<file path="src/rtl/some_package.sv">
// Shared definitions for the sample accumulator.
// Readback and debug logic decode the accumulator state through this enum.
package some_package;

    typedef enum logic [1:0] {
        ST_IDLE  = 2'd0,
        ST_ACCUM = 2'd1,
        ST_HOLD  = 2'd2
    } acc_state_t;

endpackage

</file>
<file path="src/rtl/sample_accumulator.sv">
// Sums a fixed window of valid samples and tracks the window maximum.
// The result is presented on a valid/ready handshake.
module sample_accumulator
    import some_package::*;
#(
    parameter  int DATA_W = 20,
    parameter  int WINDOW = 8,
    localparam int SUM_W  = DATA_W + $clog2(WINDOW)
) (
    input  logic              clk,
    input  logic              reset,
    input  logic              start,
    input  logic              in_valid,
    input  logic [DATA_W-1:0] in_data,
    output logic              out_valid,
    input  logic              out_ready,
    output logic [SUM_W-1:0]  out_sum,
    output logic [DATA_W-1:0] out_max,
    output logic              busy,
    output logic              overrun
);

    localparam int CNT_W = $clog2(WINDOW + 1);
    localparam logic [CNT_W-1:0] LAST_CNT = CNT_W'(WINDOW - 1);

    acc_state_t        state_q, state_d;
    logic [SUM_W-1:0]  sum_q, sum_d;
    logic [DATA_W-1:0] max_q, max_d;
    logic [CNT_W-1:0]  cnt_q, cnt_d;
    logic              overrun_q, overrun_d;
    logic              clr_pend_q, clr_pend_d;
    logic              busy_q, busy_d;
    logic              valid_q, valid_d;

    always_ff @(posedge clk or negedge reset) begin
        if (!reset) begin
            state_q    <= ST_IDLE;
            sum_q      <= '0;
            max_q      <= '0;
            cnt_q      <= '0;
            overrun_q  <= 1'b0;
            clr_pend_q <= 1'b0;
            busy_q     <= 1'b0;
            valid_q    <= 1'b0;
        end else begin
            state_q    <= state_d;
            sum_q      <= sum_d;
            max_q      <= max_d;
            cnt_q      <= cnt_d;
            overrun_q  <= overrun_d;
            clr_pend_q <= clr_pend_d;
            busy_q     <= busy_d;
            valid_q    <= valid_d;
        end
    end

    // A start taken together with the handshake clears overrun one cycle
    // late, so the consumer still sees the previous window's drop flag.
    always_comb begin
        state_d    = state_q;
        sum_d      = sum_q;
        max_d      = max_q;
        cnt_d      = cnt_q;
        overrun_d  = overrun_q;
        clr_pend_d = 1'b0;

        case (state_q)
            ST_IDLE: begin
                if (start) begin
                    state_d   = ST_ACCUM;
                    sum_d     = '0;
                    max_d     = '0;
                    cnt_d     = '0;
                    overrun_d = 1'b0;
                end
            end
            ST_ACCUM: begin
                if (clr_pend_q) begin
                    overrun_d = 1'b0;
                end
                if (in_valid) begin
                    sum_d = sum_q + SUM_W'(in_data);
                    max_d = (in_data > max_q) ? in_data : max_q;
                    cnt_d = cnt_q + 1'b1;
                    if (cnt_q == LAST_CNT) begin
                        state_d = ST_HOLD;
                    end
                end
            end
            ST_HOLD: begin
                if (out_ready && start) begin
                    state_d    = ST_ACCUM;
                    sum_d      = '0;
                    max_d      = '0;
                    cnt_d      = '0;
                    clr_pend_d = 1'b1;
                end else begin
                    if (in_valid) begin
                        overrun_d = 1'b1;
                    end
                    if (out_ready) begin
                        state_d = ST_IDLE;
                    end
                end
            end
            default: begin
                state_d = ST_IDLE;
            end
        endcase

        busy_d  = (state_d != ST_IDLE);
        valid_d = (state_d == ST_HOLD);
    end

    assign out_valid = valid_q;
    assign out_sum   = sum_q;
    assign out_max   = max_q;
    assign busy      = busy_q;
    assign overrun   = overrun_q;

endmodule
</file>
<file path="config.mk">
export PLATFORM = sky130hd
export DESIGN_NAME = sample_accumulator
export DESIGN_NICKNAME = d
export VERILOG_FILES = /design/src/rtl/some_package.sv /design/src/rtl/sample_accumulator.sv
export SDC_FILE = /design/constraint.sdc
export NUM_CORES = 1
export LEC_CHECK = 0
export CAP_MARGIN = 20
export CORE_MARGIN = 2
export CORE_UTILIZATION = 50
export CTS_BUF_LIST = sky130_fd_sc_hd__clkbuf_2 sky130_fd_sc_hd__clkbuf_4 sky130_fd_sc_hd__clkbuf_8
export CTS_CLUSTER_DIAMETER = 100
export DETAILED_ROUTE_END_ITERATION = 10
export PLACE_DENSITY_LB_ADDON = 0.1
export SYNTH_ARGS = -nofsm -noshare
export SYNTH_HDL_FRONTEND = slang
export SYNTH_SLANG_ARGS = --single-unit
export TNS_END_PERCENT = 5
</file>
<file path="constraint.sdc">
create_clock -name clk -period 7.2 [get_ports clk]
set_input_delay 0.72 -clock clk [delete_from_list [all_inputs] [get_ports clk]]
set_output_delay 0.72 -clock clk [all_outputs]
set_load 0.01 [all_outputs]
</file>
# --- Yosys cells after proc, flatten, opt, wreduce, memory -nomap -nowiden ---
# Cells that the tools add are included.
classes:
  muxes: 26
  order_cmp: 1
  reduce_logical: 7
  eq_ne: 11
  add_sub_neg: 2
ops:
  columns: ["cell", "count"]
  rows:
  - ["20-bit 2-to-1 mux", 4]
  - ["23-bit 2-to-1 mux", 3]
  - ["23-bit one-hot mux with 3 select lines", 1]
  - ["20-bit one-hot mux with 3 select lines", 1]
  - ["23-bit by 20-bit adder with 23-bit output", 1]
  - ["20-bit > comparator", 1]
  - ["2-bit inequality test, second input constant", 7]
  - ["4-bit 2-to-1 mux", 3]
  - ["4-bit one-hot mux with 3 select lines", 1]
  - ["2-bit 2-to-1 mux", 5]
  - ["5-bit AND reduction", 2]
  - ["1-bit 2-to-1 mux", 6]
  - ["2-bit one-hot mux with 3 select lines", 1]
  - ["4-bit by 1-bit adder with 4-bit output, second input constant", 1]
  - ["2-bit equality test, second input constant", 2]
  - ["4-bit by 3-bit equality test with 1-bit output, second input constant", 1]
  - ["4-bit AND reduction", 1]
  - ["1-bit one-hot mux with 3 select lines", 1]
  - ["3-bit nonzero test", 1]
  - ["2-bit by 1-bit equality test with 1-bit output, second input constant", 1]
  - ["2-bit zero test", 1]
  - ["2-bit nonzero test", 1]
  - ["1-bit logical AND", 1]
totals:
  output_inout_bits: 46
  word_cells: 55
  register_bits: 53
  input_bits: 25

# --- Logic depth before layout (Yosys ltp) ---
depth:
  ltp_word: 5
  depth_mapped: 10
  mapped_depth_nobuf: 10

# --- Least setup slack after synthesis ---
# No wires, ideal clock.
synth_timing:
  path_kind: "in2reg"
  from: "in in_data[0]"
  to: "reg sum_q[22], in the netlist out_sum[22]"
  cell_stages: 10
  required_ns: 7.122
  t_arrival_ns: 2.949
  n_path_buf: 0
  setup_ns: 0.078
  slack_ns: 4.173
  cell_sequence: "ha_1 > inv_1 > fa_1 > and2b_1 > o2111ai_2 > a2111oi_4 > nor3_2 > o41a_1 > or3_1 > a21oi_1"
synth_between:
  elab_chain_len: 3
synth_lines:
  columns: ["element", "line_no", "rtl"]
  rows:
  - ["start: declaration", "sample_accumulator.sv:14", "input logic [DATA_W-1:0] in_data,"]
  - ["23-bit by 20-bit adder with 23-bit output", "sample_accumulator.sv:82", "sum_d = sum_q + SUM_W'(in_data);"]
  - ["23-bit 2-to-1 mux", "sample_accumulator.sv:81", "if (in_valid) begin"]
  - ["23-bit one-hot mux with 3 select lines", "sample_accumulator.sv:67", "case (state_q)"]
  - ["end signal: assignment", "sample_accumulator.sv:47", "sum_q <= sum_d;"]
  - ["end: declaration", "sample_accumulator.sv:27", "logic [SUM_W-1:0] sum_q, sum_d;"]
# No other way between the ends. The select of a mux whose other input is x is not followed.
# A chain may end at the register's enable or synchronous reset.

# --- Worst setup path after layout ---
layout_timing:
  from: "in in_data[19]"
  to: "reg max_q[2], in the netlist out_max[2]"
layout_between:
  elab_chain_len: 3
layout_lines:
  columns: ["element", "line_no", "rtl"]
  rows:
  - ["20-bit > comparator", "sample_accumulator.sv:83", "max_d = (in_data > max_q) ? in_data : max_q;"]
  - ["2-bit inequality test (no source line)", null, null]
  - ["5-bit AND reduction (no source line)", null, null]
  - ["end signal: assignment", "sample_accumulator.sv:48", "max_q <= max_d;"]
  - ["end: declaration", "sample_accumulator.sv:28", "logic [DATA_W-1:0] max_q, max_d;"]
# No other way between the ends.

==> out/qor.yml <==
min_path_type: "input port to async pin"
slew_headroom_pct: 30.3
power_density_nw_per_um2: 429
max_slew.worst_pin.slew_ns: 1.04
cts_tree: "yes"
dp.cells: 515
yosysTopAreaCellShare_pct: 38.0
finalCritPeriodShare_pct: 48.5
grt_max_degree: 54
synthCells: 376
dp_hpwl_um: 6350
worst_hold_slack_ns: 0.509
seqCellArea_sq_um: 1330
grt_setup_unrepaired: "false"
antenna_found_initial: 0
syn2layout_area_growth_pct: 25.1
end_kind: "register"
yosysWarnings: 0
dr.pass1.iters: 4
top_layer: "met4"
wl_um: 8510
design_area_sq_um: 4370
worstSetupPathType: "input port to register"
grt_use_total_pct: 23.6
finClkSkew_ns: 0.0126
yosys_most_used_dff: "dfrtp_1"
synth_area_leader_cell: "dfrtp_1"
grt_pass1_wl_um: 14400
startpoint_type: "input port"
rows: 30
critPathMaxFanout: 19
die_area_sq_um: 7660
synth.cell_area_sq_um: 3490
worstRegToRegCells: 8
fillers: 585
htreeDepth: 2
antennaDiodeCount: 0
fin_tns_setup_ns: 0
synth-edff-count: 0
core_sq_um: 6760
final_layout_size_suffix_gt1_share_pct: 4.06
place_area_sq_um: 4250
final_hold_viol_count: 0
grt_pass1_vias: 3015
ys_ff_latch: 53
multi_input_area_sq_um: 2020
peakVddDrop_mv: 0.191
start_util_pct: 51.6
wl_per_cell_um: 16.3
clk_latency_ns: 0.32
syn_nets: 443
pin_count: 71
place.gp.congestion: 0.908
postLayoutCoreUtil_pct: 64.6
cts_root_buf: "clkbuf_8"
yosysMostFrequentCell: "dfrtp_1"
ys_top_cells_by_count: "dfrtp_1, ha_1, nand2_1"
wl_met3_um: 395
die_y_um: 87.5
synth.top_cells.by_area: "dfrtp_1, ha_1, a22o_1"
synth_cell_type_count: 44
wl_met2_um: 4010
postCtsHoldBufs: 0
fin_nets: 509
outcome: "finished clean"
drv_slew: 0
die_w_um: 87.5
leakage_uw: 0.00194
max_cap_viol_count: 0
reg2reg_slack_ns: 4.13
syn_area_per_cell_sq_um: 9.28
final_cells: 523
vias_per_cell: 5.81
cts.clk_slew.worst_paths_ns: 0.10
vias: 3041
cts_resized: 0
drt-met1-wl_um: 3950
cts.sinks: 53
period_minus_slack_ns: 3.49
overflow: 0
setup_viol: 0
drc: 0
yosysSeqAreaShare_pct: 38.0
cts_setup_buffers: 0
required_ns: 7.45
async_reset_ff_share_pct: 100
drt-initial-drc-count: 106
ant_nets: 0
cts_buffers: 5
max_freq_ghz: 0.287
arrival_ns: 3.74
portBuffers: 70
clockBufferDepth: 2
==> cells by family after synthesis <==
family | Yosys count | share of synthesized area, %
AO/OA/AOI/OAI | 121 | 23.4
AND/OR/NAND/NOR | 105 | 14.9
flip-flops | 53 | 38.0
adder cells (fa/ha/maj) | 42 | 15.3
buffers and inverters | 38 | 4.19
XOR/XNOR | 17 | 4.27
==> registers in the layout, indices dropped and copies added (netlist names) <==
| signal | count |
|---|---|
| out_valid | 1 |
| clr_pend_q | 1 |
| overrun | 1 |
| out_max | 20 |
| state_q | 2 |
| busy | 1 |
| out_sum | 23 |
| cnt_q | 4 |
==> cell type report <==
type | count | share of cell area, %
Clock inverter | 2 | 0.860
Inverter | 26 | 2.23
Timing Repair Buffer | 71 | 16.1
Tap cell | 80 | 2.29
Multi-Input combinational cell | 285 | 46.2
Clock buffer | 6 | 1.89
Sequential cell | 53 | 30.4
==> critical path: stages <==
cell and delay [ns]:
clkdlybuf4s50_1 0.47, ha_1 0.33, nand4_1 0.13, or2_2 0.36, nor4_1 0.36, a21boi_0 0.23, a21oi_2 0.86, a22o_1 0.27
==> power by group <==
part	total (uW)	internal (uW)	leakage, uW	switching, uW
clock	222	113	0.0000574	108
sequential	535	425	0.000671	110
combinational	1120	540	0.00121	576
==> per-layer routing <==
layer / vias to the layer above / global-route usage (%)
li1: 1490 / -
met1: 1457 / 32.5
met2: 78 / 37.8
met3: 16 / 4.43
met4: 0 / 7.41
met5: - / 0
==> metrics by stage <==
step / total power, uW / setup WS, ns
2_1_floorplan: 1230 / 4.17
3_3_place_gp: 1630 / 3.47
3_5_place_dp: 1650 / 3.39
4_1_cts: 1880 / 3.72
5_1_grt: 2030 / 3.56
6_report: 1870 / 3.71
==> worst paths after layout <==
check / start / endpoint
max in group asynchronous: reset / out_sum[10]$_DFFE_PN0P_
min in group clk: out_sum[7]$_DFFE_PN0P_ / out_sum[7]$_DFFE_PN0P_
max reg2reg: out_max[18]$_DFFE_PN0P_ / out_max[2]$_DFFE_PN0P_
min: reset / out_max[9]$_DFFE_PN0P_
min reg2reg: out_sum[7]$_DFFE_PN0P_ / out_sum[7]$_DFFE_PN0P_
max: in_data[19] / out_max[2]$_DFFE_PN0P_
==> cells in the final DEF, fill, tap and decap left out, types with 6 or more instances in the layout <==
cell type,count
inv_1,26
a21oi_1,31
clkdlybuf4s50_1,69
dfrtp_1,53
xnor2_1,8
nand3_1,6
clkbuf_8,6
nand2_1,41
nor2_1,14
a22o_1,23
o21ai_0,36
ha_1,41
nand4_1,9
xor2_1,9
No activity file was read; power rests on OpenSTA's default activity.
